File: config.mk
export PLATFORM = sky130hd
export DESIGN_NAME = window_control
export DESIGN_NICKNAME = d
export VERILOG_FILES = /design/src/rtl/win_pkg.sv /design/src/rtl/win_mod_step.sv /design/src/rtl/window_control.sv
export SDC_FILE = /design/constraint.sdc
export NUM_CORES = 1
export LEC_CHECK = 0
export BUFFER_PORTS_ARGS = -buffer_cell sky130_fd_sc_hd__buf_2
export CAP_MARGIN = 20
export CORE_MARGIN = 2
export CORE_UTILIZATION = 52
export DETAILED_ROUTE_END_ITERATION = 6
export GPL_TIMING_DRIVEN = 0
export PLACE_DENSITY_LB_ADDON = 0.15
export SLEW_MARGIN = 30
export SYNTH_ARGS = -nofsm -noshare
export SYNTH_HDL_FRONTEND = slang
export SYNTH_HIERARCHICAL = 1
export SYNTH_SLANG_ARGS = --single-unit
export TNS_END_PERCENT = 100
File: constraint.sdc
create_clock -name Clk -period 2.42 [get_ports Clk]
set_input_delay 0.121 -clock Clk [delete_from_list [all_inputs] [get_ports Clk]]
set_output_delay 0.121 -clock Clk [all_outputs]
set_load 0.005 [all_outputs]
File: src/rtl/win_pkg.sv
// Shared constants for the SPARC V8 window controller: command and trap-type encodings
// and the sequencer state type.
package win_pkg;

    localparam int unsigned NWIN  = 4;
    localparam int unsigned CWP_W = $clog2(NWIN);

    localparam logic [2:0] CMD_NOP     = 3'b000;
    localparam logic [2:0] CMD_SAVE    = 3'b001;
    localparam logic [2:0] CMD_RESTORE = 3'b010;
    localparam logic [2:0] CMD_WRWIM   = 3'b011;
    localparam logic [2:0] CMD_TRAPENT = 3'b100;
    localparam logic [2:0] CMD_RETT    = 3'b101;
    localparam logic [2:0] CMD_WRCWP   = 3'b110;
    localparam logic [2:0] CMD_RSVD    = 3'b111;

    localparam logic [1:0] TT_NONE = 2'b00;
    localparam logic [1:0] TT_OVF  = 2'b01;
    localparam logic [1:0] TT_UNF  = 2'b10;
    localparam logic [1:0] TT_ERR  = 2'b11;

    typedef enum logic [1:0] {
        StIdle,
        StEval,
        StDone
    } win_state_e;

endpackage

File: src/rtl/win_mod_step.sv
// Combinational window step: CWP +/- 1 modulo NWIN and the WIM bit of the resulting window.
module win_mod_step #(
    parameter int unsigned NWIN = 4
) (
    input  logic [$clog2(NWIN)-1:0] cwp_i,
    input  logic                    inc_i,
    input  logic [NWIN-1:0]         wim_i,
    output logic [$clog2(NWIN)-1:0] nxt_o,
    output logic                    invalid_o
);

    localparam int unsigned CW = $clog2(NWIN);
    localparam logic [CW-1:0] LAST = CW'(NWIN - 1);

    // Explicit wrap so a non-power-of-two NWIN still steps correctly.
    always_comb begin
        if (inc_i) begin
            nxt_o = (cwp_i == LAST) ? '0 : cwp_i + 1'b1;
        end else begin
            nxt_o = (cwp_i == '0) ? LAST : cwp_i - 1'b1;
        end
        invalid_o = wim_i[nxt_o];
    end

endmodule

File: src/rtl/window_control.sv
// SPARC V8 window state owner (CWP, WIM, ET) executing window commands over a Req/Ack handshake.
// Define WINCTL_STATS_EN to add saturating overflow/underflow trap counters (OvfCnt, UnfCnt).
module window_control #(
    parameter int unsigned     NWIN    = 4,
    parameter logic [NWIN-1:0] WIM_RST = NWIN'(4'b0010)
) (
    input  logic                    Clk,
    input  logic                    Clr,
    input  logic                    Req,
    input  logic [2:0]              Cmd,
    input  logic [3:0]              DataIn,
    output logic                    Ack,
    output logic                    Busy,
    output logic [$clog2(NWIN)-1:0] CwpOut,
    output logic [NWIN-1:0]         WimOut,
    output logic                    EtOut,
    output logic                    WinTrap,
    output logic [1:0]              TrapType,
`ifdef WINCTL_STATS_EN
    output logic [15:0]             OvfCnt,
    output logic [15:0]             UnfCnt,
`endif
    output logic                    ErrMode
);

    import win_pkg::*;

    localparam int unsigned CW = $clog2(NWIN);

    win_state_e      state_q, state_d;
    logic [2:0]      cmd_q, cmd_d;
    logic [3:0]      data_q, data_d;
    logic [CW-1:0]   cwp_q, cwp_d;
    logic [CW-1:0]   nxt_q, nxt_d;
    logic [NWIN-1:0] wim_q, wim_d;
    logic            et_q, et_d;
    logic            trap_q, trap_d;
    logic [1:0]      tt_q, tt_d;
    logic            err_q, err_d;

    logic            step_inc;
    logic [CW-1:0]   step_nxt;
    logic            step_inv;

    assign step_inc = (cmd_q == CMD_RESTORE) || (cmd_q == CMD_RETT);

    win_mod_step #(
        .NWIN (NWIN)
    ) u_step (
        .cwp_i     (cwp_q),
        .inc_i     (step_inc),
        .wim_i     (wim_q),
        .nxt_o     (step_nxt),
        .invalid_o (step_inv)
    );

    always_comb begin
        state_d = state_q;
        cmd_d   = cmd_q;
        data_d  = data_q;
        cwp_d   = cwp_q;
        nxt_d   = nxt_q;
        wim_d   = wim_q;
        et_d    = et_q;
        trap_d  = trap_q;
        tt_d    = tt_q;
        err_d   = err_q;

        unique case (state_q)
            StIdle: begin
                if (Req && !err_q) begin
                    cmd_d   = Cmd;
                    data_d  = DataIn;
                    state_d = StEval;
                end
            end
            StEval: begin
                nxt_d  = step_nxt;
                trap_d = 1'b0;
                tt_d   = TT_NONE;
                case (cmd_q)
                    CMD_SAVE:    if (step_inv) begin trap_d = 1'b1; tt_d = TT_OVF; end
                    CMD_RESTORE: if (step_inv) begin trap_d = 1'b1; tt_d = TT_UNF; end
                    // RETT with ET=1 is illegal and retires as a NOP, so no WIM check.
                    CMD_RETT:    if (!et_q && step_inv) begin trap_d = 1'b1; tt_d = TT_UNF; end
                    CMD_TRAPENT: if (!et_q) begin trap_d = 1'b1; tt_d = TT_ERR; end
                    default: ;
                endcase
                state_d = StDone;
            end
            StDone: begin
                state_d = StIdle;
                if (trap_q) begin
                    if (tt_q == TT_ERR) err_d = 1'b1;
                end else begin
                    case (cmd_q)
                        CMD_SAVE, CMD_RESTORE: cwp_d = nxt_q;
                        CMD_TRAPENT: begin cwp_d = nxt_q; et_d = 1'b0; end
                        CMD_RETT:    if (!et_q) begin cwp_d = nxt_q; et_d = 1'b1; end
                        CMD_WRWIM:   wim_d = data_q[NWIN-1:0];
                        CMD_WRCWP:   cwp_d = data_q[CW-1:0];
                        default: ;
                    endcase
                end
            end
            default: state_d = StIdle;
        endcase
    end

    always_ff @(posedge Clk) begin
        if (Clr) begin
            state_q <= StIdle;
            cmd_q   <= CMD_NOP;
            data_q  <= '0;
            cwp_q   <= '0;
            nxt_q   <= '0;
            wim_q   <= WIM_RST;
            et_q    <= 1'b1;
            trap_q  <= 1'b0;
            tt_q    <= TT_NONE;
            err_q   <= 1'b0;
        end else begin
            state_q <= state_d;
            cmd_q   <= cmd_d;
            data_q  <= data_d;
            cwp_q   <= cwp_d;
            nxt_q   <= nxt_d;
            wim_q   <= wim_d;
            et_q    <= et_d;
            trap_q  <= trap_d;
            tt_q    <= tt_d;
            err_q   <= err_d;
        end
    end

    assign Ack      = (state_q == StDone);
    assign Busy     = (state_q != StIdle);
    assign WinTrap  = Ack && trap_q;
    assign TrapType = WinTrap ? tt_q : TT_NONE;
    assign CwpOut   = cwp_q;
    assign WimOut   = wim_q;
    assign EtOut    = et_q;
    assign ErrMode  = err_q;

`ifdef WINCTL_STATS_EN
    logic [15:0] ovf_q, ovf_d;
    logic [15:0] unf_q, unf_d;

    always_comb begin
        ovf_d = ovf_q;
        unf_d = unf_q;
        if (WinTrap && (tt_q == TT_OVF) && (ovf_q != 16'hFFFF)) ovf_d = ovf_q + 16'd1;
        if (WinTrap && (tt_q == TT_UNF) && (unf_q != 16'hFFFF)) unf_d = unf_q + 16'd1;
    end

    always_ff @(posedge Clk) begin
        if (Clr) begin
            ovf_q <= '0;
            unf_q <= '0;
        end else begin
            ovf_q <= ovf_d;
            unf_q <= unf_d;
        end
    end

    assign OvfCnt = ovf_q;
    assign UnfCnt = unf_q;
`endif

endmodule

==> out/qor.yml <==
yosys:
  synth_seq_area_share: 0.420
  yosysWarnings: 6
  avgSynthCellArea_um2: 8.81
  synth_nets: 131
  synthCells: 119
  ys_ff_latch: 22
  synth_cell_types: 34
  synth_area_um2: 1050
cts:
  clockRootBuffer: "clkbuf_4"
  cts_resized: 0
  cts_made_buffers: 3
  cts_tree: "done"
  cts_buffer_depth: 2
  clk_latency_ns: 0.30
  path_clk_slew_ns: 0.12
  htreeDepth: 1
  holdBufCountCts: 0
  clkSinkCount: 22
  cts_setup_buffers: 0
min_path:
  hp-class: "input port to flop"
  hp-start: "Clr"
sta:
  setup_viol: 0
  setup_slack_ns: 0.161
  fmax_ghz: 0.443
  post-route-period-util: 0.934
  hold_viol_final: 0
  relSlewSlack: 0.645
  skew_ns: 0.00322
  finalCriticalPeriod_ns: 2.26
  worst_pin_slew_ns: 0.530
  drv_slew: 0
  rsz0062_at_grt: "false"
  setup_tns_ns: 0
finish:
  seq_area_um2: 440
  antenna_cells: 0
  final_cell_mix: "buf_2 (25), dfxtp_1 (22), nand2_1 (17), nor2_1 (14), a21oi_1 (10)"
  drive_gt1_frac: 0.248
  multi_input_area_um2: 544
  nFillCells: 185
  finish.instance_area_um2: 1230
  area_growth_pct: 17.2
  layout_commonest_cell: "buf_2"
  final_nets: 158
  final_cells: 172
setup_path:
  cpLargestDelayFamily: "multiplexers"
  r2r_start: "cmd_q[2]$_SDFFE_PP0P_"
  max_stage_delay_ns: 0.58
  slowest_stage: "mux4_2"
  cp-end-kind: "flop"
  path_class: "flop to flop"
  start_kind: "flop"
  worstPathRequired_ns: 2.63
  cpMostUsedCell: "nor3_1"
  cp_cell_sequence: "buf_4 > nand2_1 > o21ai_0 > xnor2_1 > mux4_2 > nor2b_1 > o21ai_1 > nor3_1 > nor3_1"
  startpoint: "cmd_q[2]$_SDFFE_PP0P_"
  critPathBufInv: 1
  critPathMaxFanout: 10
  worstPathArrival_ns: 2.47
routing:
  wl_um: 2100
  routedWlPerCell_um: 12.2
  ant_nets: 0
  drt-initial-drc-count: 8
  routed_via_density: 5.08
  vias: 874
  dr.pass1.iters: 4
  drc: 0
global_routing:
  grt_pass1_vias: 846
  antenna_found_initial: 0
  grt_usage: 0.198
  grt_pass1_wl_um: 3680
  grt_start_max_net_pins: 13
  overflow: 0
placement:
  dp_hpwl_um: 1580
  place_inst: 168
  portBuffers: 22
  dp_slack_ns: 0.155
  place_congestion: 0.831
  placed_area_um2: 1190
floorplanning:
  rows: 16
  io_pins: 23
  die-area_um2: 2390
  die_x_um: 48.9
  core_area_um2: 1920
  die_h_um: 48.9
  initial_core_util: 0.546
pwr:
  power.density_nw_per_um2: 552
  leakage_uw: 0.000568
  ir_worst_vdd_v: 0.000406
run_status:
  status: "complete, no violations"
run:
  maxCapViolCount: 0
==> final timing paths <==
path | slack (ns) | end | cells after the start
worst min-delay path | 0.03 | trap_q$_SDFFE_PP0N_ | 2
worst max-delay path | 0.16 | trap_q$_SDFFE_PP0N_ | 9
worst min register to register | 0.47 | data_q[3]$_SDFFE_PP0P_ | 2
worst max register to register | 0.16 | trap_q$_SDFFE_PP0N_ | 9
==> state kept, by name, indices dropped and copies added, names as in the netlist <==
register  flops
WimOut        4
data_q        4
cmd_q         3
CwpOut        2
nxt_q         2
state_q       2
tt_q          2
ErrMode       1
EtOut         1
trap_q        1
==> cell type report <==
class                   count  area share
flip-flops and latches     22       0.358
inverters                   4      0.0122
multi-input cells          85       0.443
repair buffers             22      0.0896
well taps                  27      0.0275
plain buffers               8      0.0397
clock buffers               4      0.0295
==> routing by layer <==
| metal | up-vias | global-route usage | share of wire |
|---|---|---|---|
| met5 | - | 0 | 0 |
| met4 | 0 | 0.100 | 0.018 |
| met3 | 4 | 0.0276 | 0.031 |
| met1 | 396 | 0.241 | 0.47 |
| li1 | 458 | - | - |
| met2 | 16 | 0.338 | 0.48 |
==> Yosys cell counts, drive strengths merged <==
cell     number  area (µm²)
dfxtp        22         440
nand2        17        63.8
nor2         14        52.6
a21oi        10        50.1
mux2i         8        80.1
buf           6        41.3
inv           4        15.0
a211oi        3        22.5
nor2b         3        18.8
or3b          3        26.3
and3          2        12.5
clkbuf        2        7.51
ha            2        25.0
nand2b        2        12.5
nand3b        2        15.0
nor3          2        10.0
nor3b         2        25.0
o21ai         2        10.0
a211o         1        8.76
a22oi         1        7.51
and2          1        6.26
and2b         1        7.51
and4b         1        10.0
mux4          1        22.5
nand3         1        5.00
nand4bb       1        11.3
o211a         1        10.0
o211ai        1        7.51
or2           1        8.76
or3           1        6.26
xnor2         1        8.76
==> power by group <==
| group | internal (µW) | switching [µW] | total (µW) |
|---|---|---|---|
| clock network | 91.8 | 108 | 200 |
| logic | 42.9 | 48.3 | 91.1 |
| registers | 376 | 10.5 | 387 |
==> stage by stage <==
stage / hold WS, ns / power, µW / utilization
final: 0.0321 / 678 / 0.639
after global routing: 0.0181 / 719 / 0.639
after CTS: 0.0235 / 681 / 0.639
after detailed placement: 0.361 / 487 / 0.620
after global placement: 0.343 / 483 / 0.620
after floorplan: 0.200 / 459 / -
==> cells by family after synthesis <==
family,after synthesis,share of synthesized area
buffers and inverters,12,0.0608
AOI/OAI and AO/OA,19,0.111
and+or+nand+nor,54,0.278
DFF,22,0.420
adders and majority gates,2,0.0239
xor gates and xnor gates,1,0.00835
muxes,9,0.0979
Power figures use the tool's default switching activity.
